--- src/rtl/aes_subbytes_seq_if.sv ---
// ---------------------------------------------------------------------------
// aes_subbytes_seq_if
// Bundles the three handshake groups of the byte-serial SubBytes sequencer:
//   input side   : in_valid / in_ready / in_state[127:0] / in_inv
//   S-box side   : sbox_valid / sbox_in[7:0] / sbox_inv  -> shared S-box
//                  sbox_out[7:0]                        <- shared S-box
//   output side  : out_valid / out_ready / out_state[127:0]
//   status       : busy
// Modports:
//   slave  - the sequencer itself
//   master - the surrounding system (round control, S-box, consumer)
// ---------------------------------------------------------------------------
interface aes_subbytes_seq_if;
    logic         in_valid;
    logic         in_ready;
    logic [127:0] in_state;
    logic         in_inv;
    logic         sbox_valid;
    logic [7:0]   sbox_in;
    logic         sbox_inv;
    logic [7:0]   sbox_out;
    logic         out_valid;
    logic         out_ready;
    logic [127:0] out_state;
    logic         busy;

    modport slave (
        input  in_valid, in_state, in_inv, sbox_out, out_ready,
        output in_ready, sbox_valid, sbox_in, sbox_inv, out_valid, out_state, busy
    );

    modport master (
        output in_valid, in_state, in_inv, sbox_out, out_ready,
        input  in_ready, sbox_valid, sbox_in, sbox_inv, out_valid, out_state, busy
    );
endinterface

--- src/rtl/aes_subbytes_seq.sv ---
// ---------------------------------------------------------------------------
// aes_subbytes_seq
// Byte-serial SubBytes sequencer for the 128-bit AES state. A state word is
// accepted over a valid/ready handshake, its 16 bytes (byte k = bits
// [8k+7:8k]) are issued one per cycle to a single shared external S-box,
// the returned bytes are collected back into place and the full substituted
// state is presented over a valid/ready handshake.
// Parameters:
//   SBOX_LAT - S-box latency in cycles from request to sbox_out (0, 1 or 2)
// Ports:
//   clk  - rising-edge clock
//   rst  - synchronous active-high reset
//   bus  - aes_subbytes_seq_if.slave (input, S-box and output handshakes,
//          busy status)
// ---------------------------------------------------------------------------
module aes_subbytes_seq #(
    parameter int SBOX_LAT = 1
) (
    input  logic                     clk,
    input  logic                     rst,
    aes_subbytes_seq_if.slave        bus
);

    typedef enum logic [1:0] {
        IDLE  = 2'd0,
        ISSUE = 2'd1,
        DRAIN = 2'd2,
        DONE  = 2'd3
    } state_e;

    // Last counter value of the DRAIN phase; the phase is skipped when the
    // S-box is combinational, so the clamp only keeps the constant legal.
    localparam int         DRAIN_N    = (SBOX_LAT > 0) ? (SBOX_LAT - 1) : 0;
    localparam logic [3:0] DRAIN_LAST = DRAIN_N[3:0];

    state_e       state_q, state_d;
    logic [3:0]   cnt_q, cnt_d;
    logic [127:0] cap_state_q;
    logic         cap_inv_q;
    logic [127:0] res_q;

    logic         accept;
    logic         issue_vld;
    logic         tag_vld;
    logic [3:0]   tag_idx;

    logic         in_ready_c;
    logic         sbox_valid_c;
    logic [7:0]   sbox_in_c;
    logic         sbox_inv_c;
    logic         out_valid_c;

    assign accept    = (state_q == IDLE) && bus.in_valid;
    assign issue_vld = (state_q == ISSUE);

    // Next-state and output decode
    always_comb begin
        state_d      = state_q;
        cnt_d        = cnt_q;
        in_ready_c   = 1'b0;
        sbox_valid_c = 1'b0;
        sbox_in_c    = 8'h00;
        sbox_inv_c   = 1'b0;
        out_valid_c  = 1'b0;
        case (state_q)
            IDLE: begin
                in_ready_c = 1'b1;
                if (bus.in_valid) begin
                    state_d = ISSUE;
                    cnt_d   = 4'd0;
                end
            end
            ISSUE: begin
                sbox_valid_c = 1'b1;
                sbox_in_c    = cap_state_q[{cnt_q, 3'b000} +: 8];
                sbox_inv_c   = cap_inv_q;
                cnt_d        = cnt_q + 4'd1;
                if (cnt_q == 4'd15) begin
                    cnt_d   = 4'd0;
                    state_d = (SBOX_LAT == 0) ? DONE : DRAIN;
                end
            end
            DRAIN: begin
                // Waits out the last S-box result still in flight.
                cnt_d = cnt_q + 4'd1;
                if (cnt_q == DRAIN_LAST) begin
                    cnt_d   = 4'd0;
                    state_d = DONE;
                end
            end
            DONE: begin
                out_valid_c = 1'b1;
                if (bus.out_ready) begin
                    state_d = IDLE;
                end
            end
            default: begin
                state_d = IDLE;
            end
        endcase
    end

    // Control state and input capture
    always_ff @(posedge clk) begin
        if (rst) begin
            state_q     <= IDLE;
            cnt_q       <= 4'd0;
            cap_state_q <= '0;
            cap_inv_q   <= 1'b0;
        end else begin
            state_q <= state_d;
            cnt_q   <= cnt_d;
            if (accept) begin
                cap_state_q <= bus.in_state;
                cap_inv_q   <= bus.in_inv;
            end
        end
    end

    // Tag pipe: {valid, byte index} travels alongside each S-box request so
    // the returning byte lands in the right lane. Clearing it on reset drops
    // any results that were still in flight.
    generate
        if (SBOX_LAT == 0) begin : g_tag_comb
            assign tag_vld = issue_vld;
            assign tag_idx = cnt_q;
        end else begin : g_tag_pipe
            logic [4:0] tag_q [SBOX_LAT];
            always_ff @(posedge clk) begin
                if (rst) begin
                    for (int i = 0; i < SBOX_LAT; i++) begin
                        tag_q[i] <= 5'd0;
                    end
                end else begin
                    tag_q[0] <= {issue_vld, cnt_q};
                    for (int i = 1; i < SBOX_LAT; i++) begin
                        tag_q[i] <= tag_q[i-1];
                    end
                end
            end
            assign tag_vld = tag_q[SBOX_LAT-1][4];
            assign tag_idx = tag_q[SBOX_LAT-1][3:0];
        end
    endgenerate

    // Result assembly
    always_ff @(posedge clk) begin
        if (rst) begin
            res_q <= '0;
        end else if (tag_vld) begin
            res_q[{tag_idx, 3'b000} +: 8] <= bus.sbox_out;
        end
    end

    assign bus.in_ready   = in_ready_c;
    assign bus.sbox_valid = sbox_valid_c;
    assign bus.sbox_in    = sbox_in_c;
    assign bus.sbox_inv   = sbox_inv_c;
    assign bus.out_valid  = out_valid_c;
    assign bus.out_state  = res_q;
    assign bus.busy       = (state_q != IDLE);

endmodule

--- src/flat_wrapper.sv ---
// flat-port wrapper written by rule: the top's interface ports become plain ports
module aes_subbytes_seq_flat 
#(
    parameter int SBOX_LAT = 1
)
  (clk, rst, bus_in_valid, bus_in_state, bus_in_inv, bus_sbox_out, bus_out_ready, bus_in_ready, bus_sbox_valid, bus_sbox_in, bus_sbox_inv, bus_out_valid, bus_out_state, bus_busy);
  aes_subbytes_seq_if bus_i ();
  input  logic clk;
  input  logic rst;
  input wire logic [$bits(bus_i.in_valid)-1:0] bus_in_valid;
  input wire logic [$bits(bus_i.in_state)-1:0] bus_in_state;
  input wire logic [$bits(bus_i.in_inv)-1:0] bus_in_inv;
  input wire logic [$bits(bus_i.sbox_out)-1:0] bus_sbox_out;
  input wire logic [$bits(bus_i.out_ready)-1:0] bus_out_ready;
  output wire logic [$bits(bus_i.in_ready)-1:0] bus_in_ready;
  output wire logic [$bits(bus_i.sbox_valid)-1:0] bus_sbox_valid;
  output wire logic [$bits(bus_i.sbox_in)-1:0] bus_sbox_in;
  output wire logic [$bits(bus_i.sbox_inv)-1:0] bus_sbox_inv;
  output wire logic [$bits(bus_i.out_valid)-1:0] bus_out_valid;
  output wire logic [$bits(bus_i.out_state)-1:0] bus_out_state;
  output wire logic [$bits(bus_i.busy)-1:0] bus_busy;
  assign bus_i.in_valid = bus_in_valid;
  assign bus_i.in_state = bus_in_state;
  assign bus_i.in_inv = bus_in_inv;
  assign bus_i.sbox_out = bus_sbox_out;
  assign bus_i.out_ready = bus_out_ready;
  assign bus_in_ready = bus_i.in_ready;
  assign bus_sbox_valid = bus_i.sbox_valid;
  assign bus_sbox_in = bus_i.sbox_in;
  assign bus_sbox_inv = bus_i.sbox_inv;
  assign bus_out_valid = bus_i.out_valid;
  assign bus_out_state = bus_i.out_state;
  assign bus_busy = bus_i.busy;
  aes_subbytes_seq #(.SBOX_LAT(SBOX_LAT)) u_core (.clk(clk), .rst(rst), .bus(bus_i));
endmodule
--- config.mk ---
export PLATFORM = sky130hd
export DESIGN_NAME = aes_subbytes_seq_flat
export DESIGN_NICKNAME = d
export VERILOG_FILES = /design/src/rtl/aes_subbytes_seq_if.sv /design/src/rtl/aes_subbytes_seq.sv /design/src/flat_wrapper.sv
export SDC_FILE = /design/constraint.sdc
export NUM_CORES = 1
export LEC_CHECK = 0
export ABC_CLOCK_PERIOD_IN_PS = 3000
export CELL_PAD_IN_SITES_DETAIL_PLACEMENT = 1
export CELL_PAD_IN_SITES_GLOBAL_PLACEMENT = 2
export CORE_ASPECT_RATIO = 0.9
export CORE_MARGIN = 2
export CORE_UTILIZATION = 29
export DETAILED_ROUTE_END_ITERATION = 10
export GPL_TIMING_DRIVEN = 0
export PLACE_DENSITY = 0.84
export SYNTH_ARGS = -nofsm -noshare
export SYNTH_HDL_FRONTEND = slang
export SYNTH_SLANG_ARGS = --single-unit
--- constraint.sdc ---
create_clock -name clk -period 3 [get_ports clk]
set_clock_uncertainty 0.05 [all_clocks]
set_input_delay 0.45 -clock clk [delete_from_list [all_inputs] [get_ports clk]]
set_output_delay 0.45 -clock clk [all_outputs]
set_load 0.01 [all_outputs]
Word-level counts from Yosys, hierarchy flattened
Memory sizes are Yosys's and may differ from the RTL's.
Cells that the tools add are included.
{"block": "totals", "in_bits": 141, "memories": 1, "out_inout_bits": 141, "mem_bits_rw": 5, "rom_bits": 0, "reg_bits": 263, "latch_bits": 0}
{"name": "u_core.g_tag_pipe.tag_q", "depth": 1, "word_bits": 5, "read_ports": 1, "rd_ports_with_merged_regs": 0, "wr": 1, "line": "aes_subbytes_seq.sv:128", "rtl": "logic [4:0] tag_q [SBOX_LAT];"}
{"block": "op_classes", "eq_ne": 8, "mul": 0, "mux": 20, "bitwise": 0, "div": 0, "reduce_logical": 8, "shifts": 3, "n_addsub": 2, "n_lt_le_gt_ge": 0}
{"cell": "$bwmux W128", "count": 1}
{"cell": "$shift A8 B9 Y128 const A", "count": 1}
{"cell": "$shiftx A128 B8 Y8", "count": 1}
{"cell": "$shiftx A8 B9 Y128", "count": 1}
{"cell": "$mux W4", "count": 3}
{"cell": "$pmux W4 S3", "count": 1}
{"cell": "$neg A7 Y9", "count": 1}
{"cell": "$mux W1", "count": 8}
{"cell": "$mux W2", "count": 4}
{"cell": "$mux W8", "count": 1}
{"cell": "$pmux W2 S4", "count": 1}
{"cell": "$ne A2 B2 Y1 const B", "count": 3}
{"cell": "$mux W5", "count": 1}
{"cell": "$reduce_or A5 Y1", "count": 1}
{"cell": "$add A4 B1 Y4 const B", "count": 1}
{"cell": "$eq A2 B2 Y1 const B", "count": 2}
{"cell": "$eq A4 B4 Y1 const B", "count": 1}
{"cell": "$logic_not A4 Y1", "count": 1}
{"cell": "$reduce_and A4 Y1", "count": 1}
{"cell": "$reduce_bool A3 Y1", "count": 1}
{"cell": "$eq A2 B1 Y1 const B", "count": 1}
{"cell": "$logic_not A2 Y1", "count": 1}
{"cell": "$ne A2 B1 Y1 const B", "count": 1}
{"cell": "$reduce_and A2 Y1", "count": 1}
{"cell": "other kinds (2)", "count": 2}

Longest topological paths before layout
{"block": "logic_depth", "depth_word": 3, "depth_mapped": 8, "depth_no_buf": 6}

Worst setup path after synthesis
Ideal clock, no wire load.
{"block": "synth_timing", "path_kind": "reg2reg", "start": "mem u_core.g_tag_pipe.tag_q[0][0]", "end": "reg u_core.res_q[0] (netlist: u_core.bus.out_state[0])", "n_path_buf": 1, "stages_incl_launch_ff": 8, "t_required_ns": 2.822, "period_less_slack_ns": 2.194, "arrival_ns": 2.016, "setup_slack_ns": 0.806, "cell_sequence": "dfxtp_1 inv_1 ha_1 nor3b_2 or4b_1 buf_2 mux2i_1 nor2_1"}
{"item": "start: declaration", "line": "aes_subbytes_seq.sv:128"}
{"item": "end signal: indexed assignment", "line": "aes_subbytes_seq.sv:151", "rtl": "res_q[{tag_idx, 3'b000} +: 8] <= bus.sbox_out;"}
{"item": "end: declaration", "line": "aes_subbytes_seq.sv:40", "rtl": "logic [127:0] res_q;"}

Worst setup path in the final report
{"block": "layout_timing", "start": "reg u_core.cnt_q[0]", "end": "out bus_sbox_in[5]"}
{"block": "layout_between", "elab_chain_cells": 2}
{"item": "start: declaration", "line": "aes_subbytes_seq.sv:37", "rtl": "logic [3:0] cnt_q, cnt_d;"}
{"item": "start signal: assignment", "line": "aes_subbytes_seq.sv:112", "rtl": "cnt_q <= cnt_d;"}
{"item": "$shiftx A128 B8 Y8", "line": "aes_subbytes_seq.sv:75", "rtl": "sbox_in_c = cap_state_q[{cnt_q, 3'b000} +: 8];"}
{"item": "$mux W8", "line": "aes_subbytes_seq.sv:65", "rtl": "case (state_q)"}
{"item": "end: declaration", "line": "flat_wrapper.sv:17", "rtl": "output wire logic [$bits(bus_i.sbox_in)-1:0] bus_sbox_in;"}
Every way passes these cells.

==> reports/metrics.yaml <==
p_total_mw: 9.870
initialDrtViolationCount: 323
root_buffer: "clkbuf_16"
setup_viol: 0
synthMostInstantiatedCell: "nand2_1"
vias: 9530
overflow: 0
dp_hpwl_um: 29660
r2r_start: "u_core.state_q[1]"
portBuffers: 280
start_util: 0.2959
netlist_instances: 1187
cp_max_fo: 8
regArea_mm2: 0.005369
dieArea_mm2: 0.03982
grt_max_degree: 15
ys_ff_latch: 268
htree_levels: 1
clkSinkCount: 268
row_count: 67
synthFlopType: "dfxtp_1"
worst_ep_required_time_ps: 2500
yosys.cell_types.count: 43
final_hold_viol_count: 0
period_share: 0.9684
yosys.area.top_type: "dfxtp_1"
critPathArrivalTime_ps: 2410
end_kind: "primary output"
ir_worst_vdd_uv: 400.0
dr.pass1.iters: 5
clkTransAtPathRegs_ps: 60
nFillCells: 4272
drc: 0
synth_top_area_frac: 0.4838
rsz0062_at_grt: "false"
startpoint: "u_core.cnt_q[0]"
via_per_inst: 4.741
finalSetupTns_ps: 0
min_from: "bus_in_state[115]"
drive_gt1_frac: 0.09496
fmaxAchievable_mhz: 344.2
syn_avg_cell_area_um2: 9.342
hp-class: "in2reg"
run_status: "finished, final reports clean"
grt_pass1_wl_um: 58970
ys_top_cells_by_area: "dfxtp_1, mux2i_1, nand2_1"
yosys_warnings: 0
cts_buffers: 30
core_mm2: 0.03747
antenna_found_initial: 2
start_kind: "flop"
p_per_area_mw_per_mm2: 628.0
grt_pass1_vias: 9993
cap_violations: 0
yosys-top-cells-count: "nand2_1, dfxtp_1, nand2b_1, a21oi_1, mux2i_1"
final_max_slew_viol_count: 0
nets: 1656
synth_fp_nets: 1338
p_leak_nw: 5.933
die_x_um: 210.1
die_y_um: 189.5
gr-usage-all-layers: 0.1906
antenna_left: 0
syn-cell-area_mm2: 0.01109
worstSkewPairLatency_ps: 560
num_io_pins: 282
tritoncts: "yes"
min_period_ps: 2905
antennaDiodeCount: 0
gp_congestion: 0.8041
max_slew_margin: 0.4622
synth_edf_count: 0
area_growth_pct: 41.72
routedWlPerCell_um: 19.30
ctsHoldBuffers: 0
async_flop_share: 0
worst_pin_slew_ps: 800.5
cts_buffer_depth: 3
seq_area_frac_synth: 0.4838
crit_type: "reg2out"
multi_input_area_mm2: 0.005508
routed_wl_um: 38790
==> cells in the final DEF, fill, tap and decap left out, drive strengths merged, types with 4 or more instances in the layout <==
master,n
clkdlybuf4s50,272
clkinvlp,4
o221ai,7
and3,5
nand3,7
mux4,25
nand2b,134
mux2i,129
buf,35
clkbuf,93
nor3b,4
dlygate4sd2,6
mux2,14
dfxtp,268
nor2,33
o21ai,15
a21oi,131
inv,7
nand2,286
ha,10
nor2b,4
clkinv,4
a22oi,9
==> metrics by stage <==
stage          area [um^2]    util  cells  setup slack [ps]  hold slack (ps)
3_5_place_dp         14500  0.3869   1950            -265.8            395.6
2_1_floorplan        11090       -   1187             806.5            381.7
3_3_place_gp         14500  0.3869   1950            -290.5            389.3
4_1_cts              15710  0.4192   2010            -42.10            368.7
5_1_grt              15720  0.4194   2010             20.07            390.9
6_report             15720  0.4194   2010             94.92            387.1
==> worst max-delay path: stages, from the launching register on <==
cell           delay (ps)
dfxtp_4               380
buf_12                140
buf_4                 130
mux4_2                530
a22oi_2               240
o21ai_2               120
dlygate4sd2_1         300
==> logic make-up after synthesis <==
| group | count (synthesis) | synth area share |
|---|---|---|
| muxes | 168 | 0.1814 |
| and+or+nand+nor | 487 | 0.2082 |
| adders and majority gates | 10 | 0.01128 |
| AOI/OAI and AO/OA | 166 | 0.08248 |
| xor gates and xnor gates | 3 | 0.002370 |
| DFF | 268 | 0.4838 |
| buffers and inverters | 85 | 0.03046 |
==> power by group <==
part	total, mW	internal, mW	switching (mW)
combinational	2.11	0.848	1.26
clock	3.65	2.13	1.52
sequential	4.11	3.91	0.203
==> per-layer routing <==
layer	vias up	track usage	part of all wire
met5	-	0	0.00057
met2	241	0.3206	0.46
met3	47	0.03002	0.049
met1	4602	0.2593	0.47
li1	4636	-	-
met4	4	0.03737	0.020
==> flip-flops by register name, indices dropped and copies added, names as in the netlist <==
name / cells
u_core.cap_inv_q: 1
u_core.bus.out_state: 128
u_core.cap_state_q: 128
u_core.g_tag_pipe.tag_q: 5
u_core.state_q: 2
u_core.cnt_q: 4
==> layout make-up <==
| cell class | instances | share of cell area |
|---|---|---|
| sequential | 268 | 0.3416 |
| multi-input combinational | 834 | 0.3505 |
| inverter | 7 | 0.001672 |
| clock inverter | 10 | 0.007006 |
| buffer | 78 | 0.02556 |
| tap | 483 | 0.03845 |
| timing repair buffer | 286 | 0.1809 |
| clock buffer | 44 | 0.05437 |
==> what timing repair did <==
| action | 4_1_cts | 5_1_grt |
|---|---|---|
| setup buffers | 6 | 0 |
| pin swaps | 12 | 1 |
| endpoints found under the setup margin | 8 | 2 |
| resized for setup | 69 | 3 |
==> path summary, 6_finish.rpt <==
kind / depth (start not counted) / slack [ps] / endpoint
hold reg to reg: 2 / 400 / u_core.cap_state_q[121]
hold / removal: 3 / 390 / u_core.cap_state_q[115]
setup reg to reg: 7 / 430 / u_core.cap_state_q[64]
setup / recovery: 6 / 90 / bus_sbox_in[5]
(Power assumes the default switching activity.)
